## src/rtl/adc_pkg.sv

```systemverilog
// Shared types and widths for the MCP3202 sample controller.
package adc_pkg;

    localparam int ADC_BITS = 12;

    typedef enum logic [1:0] {
        IDLE    = 2'd0,
        START   = 2'd1,
        BUSY    = 2'd2,
        CAPTURE = 2'd3
    } adc_state_t;

endpackage

```

## src/rtl/adc_sample_ctrl_if.sv

```systemverilog
// SPI-side and DSP-side signals of the sample controller.
// Stream handshake: a word moves on any clk edge where sample_valid && sample_ready; sample_valid never depends on sample_ready.
interface adc_sample_ctrl_if;
    import adc_pkg::*;

    logic                sck;
    logic                start_read;
    logic                chip_en;
    logic [ADC_BITS-1:0] data_read;
    logic [ADC_BITS-1:0] sample;
    logic                sample_valid;
    logic                sample_ready;

    modport master (
        output sck, start_read, sample, sample_valid,
        input  chip_en, data_read, sample_ready
    );

    modport slave (
        input  sck, start_read, sample, sample_valid,
        output chip_en, data_read, sample_ready
    );

endinterface

```

## src/rtl/adc_sample_ctrl_sck_gen.sv

```systemverilog
// Divides clk into the registered SPI clock; o_fall_tick marks the clk edge on which sck drops.
module adc_sample_ctrl_sck_gen #(
    parameter int CLK_DIV = 8
) (
    input  logic clk,
    input  logic reset,
    input  logic i_enable,
    output logic o_sck,
    output logic o_fall_tick
);

    localparam int CW = $clog2(CLK_DIV);

    logic [CW-1:0] r_cnt;
    logic          r_sck;
    logic          w_wrap;

    assign w_wrap = i_enable && (r_cnt == CW'(CLK_DIV - 1));

    always_ff @(posedge clk) begin
        if (!reset) begin
            r_cnt <= '0;
            r_sck <= 1'b0;
        end else if (!i_enable) begin
            r_cnt <= '0;
            r_sck <= 1'b0;
        end else if (w_wrap) begin
            r_cnt <= '0;
            r_sck <= ~r_sck;
        end else begin
            r_cnt <= r_cnt + 1'b1;
        end
    end

    // High during the cycle whose closing edge takes sck from 1 to 0.
    assign o_fall_tick = w_wrap & r_sck;
    assign o_sck       = r_sck;

endmodule

```

## src/rtl/adc_sample_ctrl.sv

```systemverilog
// Sequences one MCP3202 read per sample period and holds the result in a valid/ready register.
module adc_sample_ctrl
    import adc_pkg::*;
#(
    parameter int CLK_DIV       = 8,
    parameter int SAMPLE_PERIOD = 2000,
    parameter int TIMEOUT_SCK   = 32
) (
    input  logic       clk,
    input  logic       reset,
    input  logic       enable,
    input  logic       clr_flags,
    output logic       overrun,
    output logic       timeout,
    output adc_state_t o_state,
    adc_sample_ctrl_if.master bus
);

    localparam int PW = $clog2(SAMPLE_PERIOD);
    localparam int TW = $clog2(TIMEOUT_SCK + 1);

    adc_state_t          r_state;
    adc_state_t          w_next_state;
    logic                r_start_read;
    logic                w_next_start;
    logic [PW-1:0]       r_period;
    logic [TW-1:0]       r_to_cnt;
    logic                r_seen_cs;
    logic [ADC_BITS-1:0] r_sample;
    logic                r_valid;
    logic                r_overrun;
    logic                r_timeout;
    logic                w_sck;
    logic                w_fall;
    logic                w_tick;
    logic                w_capture;
    logic                w_to_hit;
    logic                w_ovr_set;

    adc_sample_ctrl_sck_gen #(.CLK_DIV(CLK_DIV)) u_sck_gen (
        .clk         (clk),
        .reset       (reset),
        .i_enable    (enable),
        .o_sck       (w_sck),
        .o_fall_tick (w_fall)
    );

    assign w_tick = enable && (r_period == PW'(SAMPLE_PERIOD - 1));

    always_comb begin
        w_next_state = r_state;
        w_next_start = r_start_read;
        w_capture    = 1'b0;
        w_to_hit     = 1'b0;
        case (r_state)
            IDLE: begin
                if (w_tick) w_next_state = START;
            end
            // start_read rises on one sck fall and drops on the next.
            START: begin
                if (w_fall) begin
                    if (r_start_read) begin
                        w_next_start = 1'b0;
                        w_next_state = BUSY;
                    end else begin
                        w_next_start = 1'b1;
                    end
                end
            end
            BUSY: begin
                if (bus.chip_en && r_seen_cs) begin
                    w_next_state = CAPTURE;
                end else if (w_fall && (r_to_cnt == TW'(TIMEOUT_SCK - 1))) begin
                    w_to_hit     = 1'b1;
                    w_next_state = IDLE;
                end
            end
            CAPTURE: begin
                w_capture    = 1'b1;
                w_next_state = IDLE;
            end
            default: w_next_state = IDLE;
        endcase
        if (!enable) begin
            w_next_state = IDLE;
            w_next_start = 1'b0;
            w_capture    = 1'b0;
            w_to_hit     = 1'b0;
        end
    end

    always_ff @(posedge clk) begin
        if (!reset) begin
            r_state      <= IDLE;
            r_start_read <= 1'b0;
        end else begin
            r_state      <= w_next_state;
            r_start_read <= w_next_start;
        end
    end

    assign w_ovr_set = w_capture && r_valid && !bus.sample_ready;

    always_ff @(posedge clk) begin
        if (!reset) begin
            r_period  <= '0;
            r_to_cnt  <= '0;
            r_seen_cs <= 1'b0;
            r_sample  <= '0;
            r_valid   <= 1'b0;
            r_overrun <= 1'b0;
            r_timeout <= 1'b0;
        end else begin
            if (!enable || w_tick) r_period <= '0;
            else                   r_period <= r_period + 1'b1;

            // chip_en comes from logic clocked by our own sck, so it is sampled without a synchronizer.
            if (enable && (r_state == BUSY)) begin
                r_seen_cs <= r_seen_cs | ~bus.chip_en;
                if (w_fall) r_to_cnt <= r_to_cnt + 1'b1;
            end else begin
                r_seen_cs <= 1'b0;
                r_to_cnt  <= '0;
            end

            if (w_capture) begin
                r_sample <= bus.data_read;
                r_valid  <= 1'b1;
            end else if (r_valid && bus.sample_ready) begin
                r_valid <= 1'b0;
            end

            if (w_ovr_set)      r_overrun <= 1'b1;
            else if (clr_flags) r_overrun <= 1'b0;

            if (w_to_hit)       r_timeout <= 1'b1;
            else if (clr_flags) r_timeout <= 1'b0;
        end
    end

    assign bus.sck          = w_sck;
    assign bus.start_read   = r_start_read;
    assign bus.sample       = r_sample;
    assign bus.sample_valid = r_valid;
    assign overrun          = r_overrun;
    assign timeout          = r_timeout;
    assign o_state          = r_state;

endmodule
```

## src/flat_wrapper.sv

```systemverilog
// flat-port wrapper written by rule: the top's interface ports become plain ports
module adc_sample_ctrl_flat import adc_pkg::*;
#(
    parameter int CLK_DIV       = 8,
    parameter int SAMPLE_PERIOD = 2000,
    parameter int TIMEOUT_SCK   = 32
)
  (clk, reset, enable, clr_flags, overrun, timeout, o_state, bus_sck, bus_start_read, bus_sample, bus_sample_valid, bus_chip_en, bus_data_read, bus_sample_ready);
  adc_sample_ctrl_if bus_i ();
  input  logic clk;
  input  logic reset;
  input  logic enable;
  input  logic clr_flags;
  output logic overrun;
  output logic timeout;
  output adc_state_t o_state;
  output wire logic [$bits(bus_i.sck)-1:0] bus_sck;
  output wire logic [$bits(bus_i.start_read)-1:0] bus_start_read;
  output wire logic [$bits(bus_i.sample)-1:0] bus_sample;
  output wire logic [$bits(bus_i.sample_valid)-1:0] bus_sample_valid;
  input wire logic [$bits(bus_i.chip_en)-1:0] bus_chip_en;
  input wire logic [$bits(bus_i.data_read)-1:0] bus_data_read;
  input wire logic [$bits(bus_i.sample_ready)-1:0] bus_sample_ready;
  assign bus_sck = bus_i.sck;
  assign bus_start_read = bus_i.start_read;
  assign bus_sample = bus_i.sample;
  assign bus_sample_valid = bus_i.sample_valid;
  assign bus_i.chip_en = bus_chip_en;
  assign bus_i.data_read = bus_data_read;
  assign bus_i.sample_ready = bus_sample_ready;
  adc_sample_ctrl #(.CLK_DIV(CLK_DIV), .SAMPLE_PERIOD(SAMPLE_PERIOD), .TIMEOUT_SCK(TIMEOUT_SCK)) u_core (.clk(clk), .reset(reset), .enable(enable), .clr_flags(clr_flags), .overrun(overrun), .timeout(timeout), .o_state(o_state), .bus(bus_i));
endmodule
```

## config.mk

```make
export PLATFORM = sky130hd
export DESIGN_NAME = adc_sample_ctrl_flat
export DESIGN_NICKNAME = d
export VERILOG_FILES = /design/src/rtl/adc_pkg.sv /design/src/rtl/adc_sample_ctrl_if.sv /design/src/rtl/adc_sample_ctrl_sck_gen.sv /design/src/rtl/adc_sample_ctrl.sv /design/src/flat_wrapper.sv
export SDC_FILE = /design/constraint.sdc
export NUM_CORES = 1
export LEC_CHECK = 0
export CORE_UTILIZATION = 45
export DETAILED_ROUTE_END_ITERATION = 12
export PLACE_DENSITY = 0.75
export SETUP_SLACK_MARGIN = 0.4
export SYNTH_ARGS = -nofsm -noshare
export SYNTH_HDL_FRONTEND = slang
export SYNTH_SLANG_ARGS = --single-unit
```

## constraint.sdc

```tcl
create_clock -name clk -period 1.8 [get_ports clk]
set_clock_uncertainty 0.15 [all_clocks]
set_input_delay 0.36 -clock clk [delete_from_list [all_inputs] [get_ports clk]]
set_output_delay 0.36 -clock clk [all_outputs]
set_load 0.05 [all_outputs]
```

==> impl_results.md <==
- Worst path slowest cell: or4_1
- Crit end category: register
- Die area: 4050 sq um
- Vias per cell: 5.08
- Switch Pwr: about 0.33 mW
- Worst-Margin Slew: 0.335 ns
- Crit start category: register
- Core footprint: 3660 sq um
- IO buf count: 36
- H-tree depth: 2
- Peak supply drop: 0.524 mV
- ANT cells: 0
- Placer Congestion: 0.798
- DR pass1 iterations: 4
- Slew headroom: 77.6%
- Maximum clock frequency: 0.659 GHz
- FF-to-FF path depth: 5
- DRC violations left: 0
- Synth unique cells: 45
- Crit-path cells: ha_4 > ha_4 > nand4_1 > or4_1 > nand2_1
- Final setup margin: 0.283 ns
- Max FO, Critical Path: 5
- DP Worst Slack: -0.164 ns
- Die H: 63.7 um
- CTS sink cnt: 40
- DRT iter0 DRCs: 75
- Net Sw Frac: roughly a fifth
- Number of synthesized register bits: 40
- WP data arrival: 1.61 ns
- ANT nets after route: 0
- First-pass GRT wire length: 6520 um
- Global route total overflow: 0
- Ys flop type: dfxtp_1
- Gate power share: 5.7%
- Max Cap Viol: 0
- Die width: 63.7 um
- Clock Pin Slew Worst Setup and Hold Paths: 0.07 ns
- Finish-stage setup viols: 0
- Hold Fails Final Rpt: 0
- Post-synth EDFFs: 0
- Clock tree buffer depth: 2
- Routed via count: 1540
- Synth Net Count: 213
- Row count: 22
- Syn_area_per_cell: approximately 9.0 sq um
- Synth warn: 0
- Power Density: 614 nW/um^2
- Status: finished, final reports clean
- Clock Latency Late Sink: 0.29 ns
- Largest family of logic cells by synthesized area: simple AND/OR/NAND/NOR gates
- Post-DR wirelength/cell: 12.7 um
- HP Class: reg2reg
- Final Core Density: a little over two thirds
- Post-synth ARST share: 0%
- CTS buffer count: 5
- Synth Area in Simple Gates: 27.5%
- Hold path cells: 1
- Total GRT Usage: approximately 21%
- CTS tree: yes
- Leakage: 0.923 nW
- Vias in the first global route: about 1500
- Slowest stage delay, CP: about 0.44 ns
- Synth Area in Compound Gates: 16.8%
- CP Data Required Time: around 1.9 ns
- Register area share after synthesis: 46.8%
- Routed Wire Length: about 3800 um
- Largest net degree at the start of global routing: 15
- Xor-xnor portion of the synthesized cell area: 2.56%
- Ports: 37
- Clock share of power: 38.3%
- Cells after Synth: between 150 and 200
- CP top delay family: simple AND/OR/NAND/NOR gates
- Int Power: 1.25 mW
- Post-synthesis mux area share: 0.585%
- WP buf/inv: 0
- Sequential share of power: 56.0%
- # nets final: 276
- Initial antenna violation count: 0
- Most frequent CP cell: ha_4
- RSZ-0062 raised after global routing: true
- Mapped Area: 1710 sq um
- Levels on crit path: 5
- Setup CP Type: reg2reg
- Synth-to-layout area growth: 50.0%
- Post-detail-place hpwl: 2520 um
- Root Buffer: clkbuf_8
- Adder-Cell Fraction of Synth Area: 2.93%
- Initial Util: between 40% and 50%
- Fraction of layout instances using a drive strength above 1: 32.9%
- Minimum clock period: 1.52 ns
- Tcrit/Tclk final: 84.3%
- Final Slew Violations: 0
[kinds of logic after synthesis]
family                   Yosys count
buffers and inverters             11
flip-flops                        40
AND/OR/NAND/NOR                   87
XOR/XNOR                           5
multiplexers                       1
AO/OA/AOI/OAI                     43
adder cells (fa/ha/maj)            4
[cells in the mapped netlist, types with 2 or more instances]
cell,instances,area [sq um]
dfxtp_1,40,801
nand2_1,35,131
a21boi_0,13,97.6
a21oi_1,10,50.1
nor2_1,10,37.5
o21ai_0,7,35.0
or3_1,6,37.5
nand3_1,5,25.0
nand4_1,5,31.3
ha_1,4,50.1
inv_1,4,15.0
and2_1,3,18.8
clkbuf_1,3,11.3
nand2b_1,3,18.8
nor3b_1,3,22.5
or4_1,3,22.5
xor2_1,3,26.3
a31oi_1,2,12.5
buf_2,2,10.0
nand3b_1,2,15.0
nor2b_1,2,12.5
o21a_1,2,15.0
xnor2_1,2,17.5
[final cells by class]
type                            count  area (sq um)
Clock buffer                        8          90.1
Fill cell                         308          1100
Inverter                            4          15.0
Multi-Input combinational cell    140           968
Sequential cell                    40           843
Tap cell                           48          60.1
Timing Repair Buffer               63           588
[registers in the layout (all words and copies together), names as in the netlist]
name                     cells
u_core.u_sck_gen.r_cnt       3
u_core.overrun               1
u_core.bus.sample           12
u_core.r_seen_cs             1
u_core.timeout               1
u_core.r_period             11
u_core.o_state               2
u_core.u_sck_gen.o_sck       1
u_core.bus.sample_valid      1
u_core.r_to_cnt              6
u_core.bus.start_read        1
[cells in the final DEF, fill, tap and decap left out, drive strengths merged, types with 2 or more instances in the layout]
cell	count
buf	46
dfxtp	40
nand2	35
clkdlybuf4s50	15
a21boi	13
a21oi	10
nor2	10
clkbuf	8
o21ai	7
or3	7
nand3	6
nand4	5
inv	4
ha	4
xor2	3
or4	3
and2	3
nor3b	3
nand2b	3
nor2b	2
nand3b	2
o21a	2
a31oi	2
xnor2	2
nand4b	2
o31ai	2
[path summary, 6_finish.rpt]
path,from,end,slack (ns)
setup / recovery,u_core.u_sck_gen.r_cnt[0],u_core.r_to_cnt[5],0.28
hold / removal,u_core.u_sck_gen.r_cnt[0],u_core.u_sck_gen.r_cnt[0],0.28
setup reg to reg,u_core.u_sck_gen.r_cnt[0],u_core.r_to_cnt[5],0.28
hold reg to reg,u_core.u_sck_gen.r_cnt[0],u_core.u_sck_gen.r_cnt[0],0.28
[worst reg2reg max path, cell delays in order, from the launching register on]
cell and delay, ns:
dfxtp_2 0.35, ha_4 0.13, ha_4 0.14, nand4_1 0.19
or4_1 0.44, nand2_1 0.07
[power by group through the flow]
| stage | combinational [mW] | clock [mW] | sequential [mW] |
|---|---|---|---|
| after floorplan | 0.0268 | 0 | 0.915 |
| final | 0.0892 | 0.603 | 0.882 |
| after CTS | 0.0864 | 0.616 | 0.886 |
| after global routing | 0.0969 | 0.661 | 0.882 |
| after global placement | 0.0816 | 0 | 0.915 |
| after detailed placement | 0.0815 | 0 | 0.915 |
[per-stage QoR]
step	setup TNS (ns)	instances	hold slack [ns]	power [mW]	instance area, sq um
final	0	303	0.283	1.57	2560
after global routing	0	303	0.302	1.64	2560
after CTS	0	301	0.286	1.59	2490
after detailed placement	-1.39	281	0.275	0.997	2280
after global placement	-0.758	281	0.269	0.997	2280
after floorplan	0	191	0.265	0.941	1780
[per-layer routing]
metal / up-vias / share of wire, % / GRT usage (%)
met5: - / 0 / 0
met3: 8 / 3.1 / 5.25
li1: 808 / - / -
met1: 704 / 43 / 22.4
met2: 20 / 52 / 38.2
met4: 0 / 1.4 / 7.67
[timing repair]
item                                    in CTS  in global routing
hold endpoints to repair                     0                  0
pin swaps                                   10                  5
endpoints found under the setup margin      40                 22
hold buffers                                 0                  0
buffers inserted                            12                  2
gates resized for setup                     16                 18
Power figures use the tool's default switching activity.
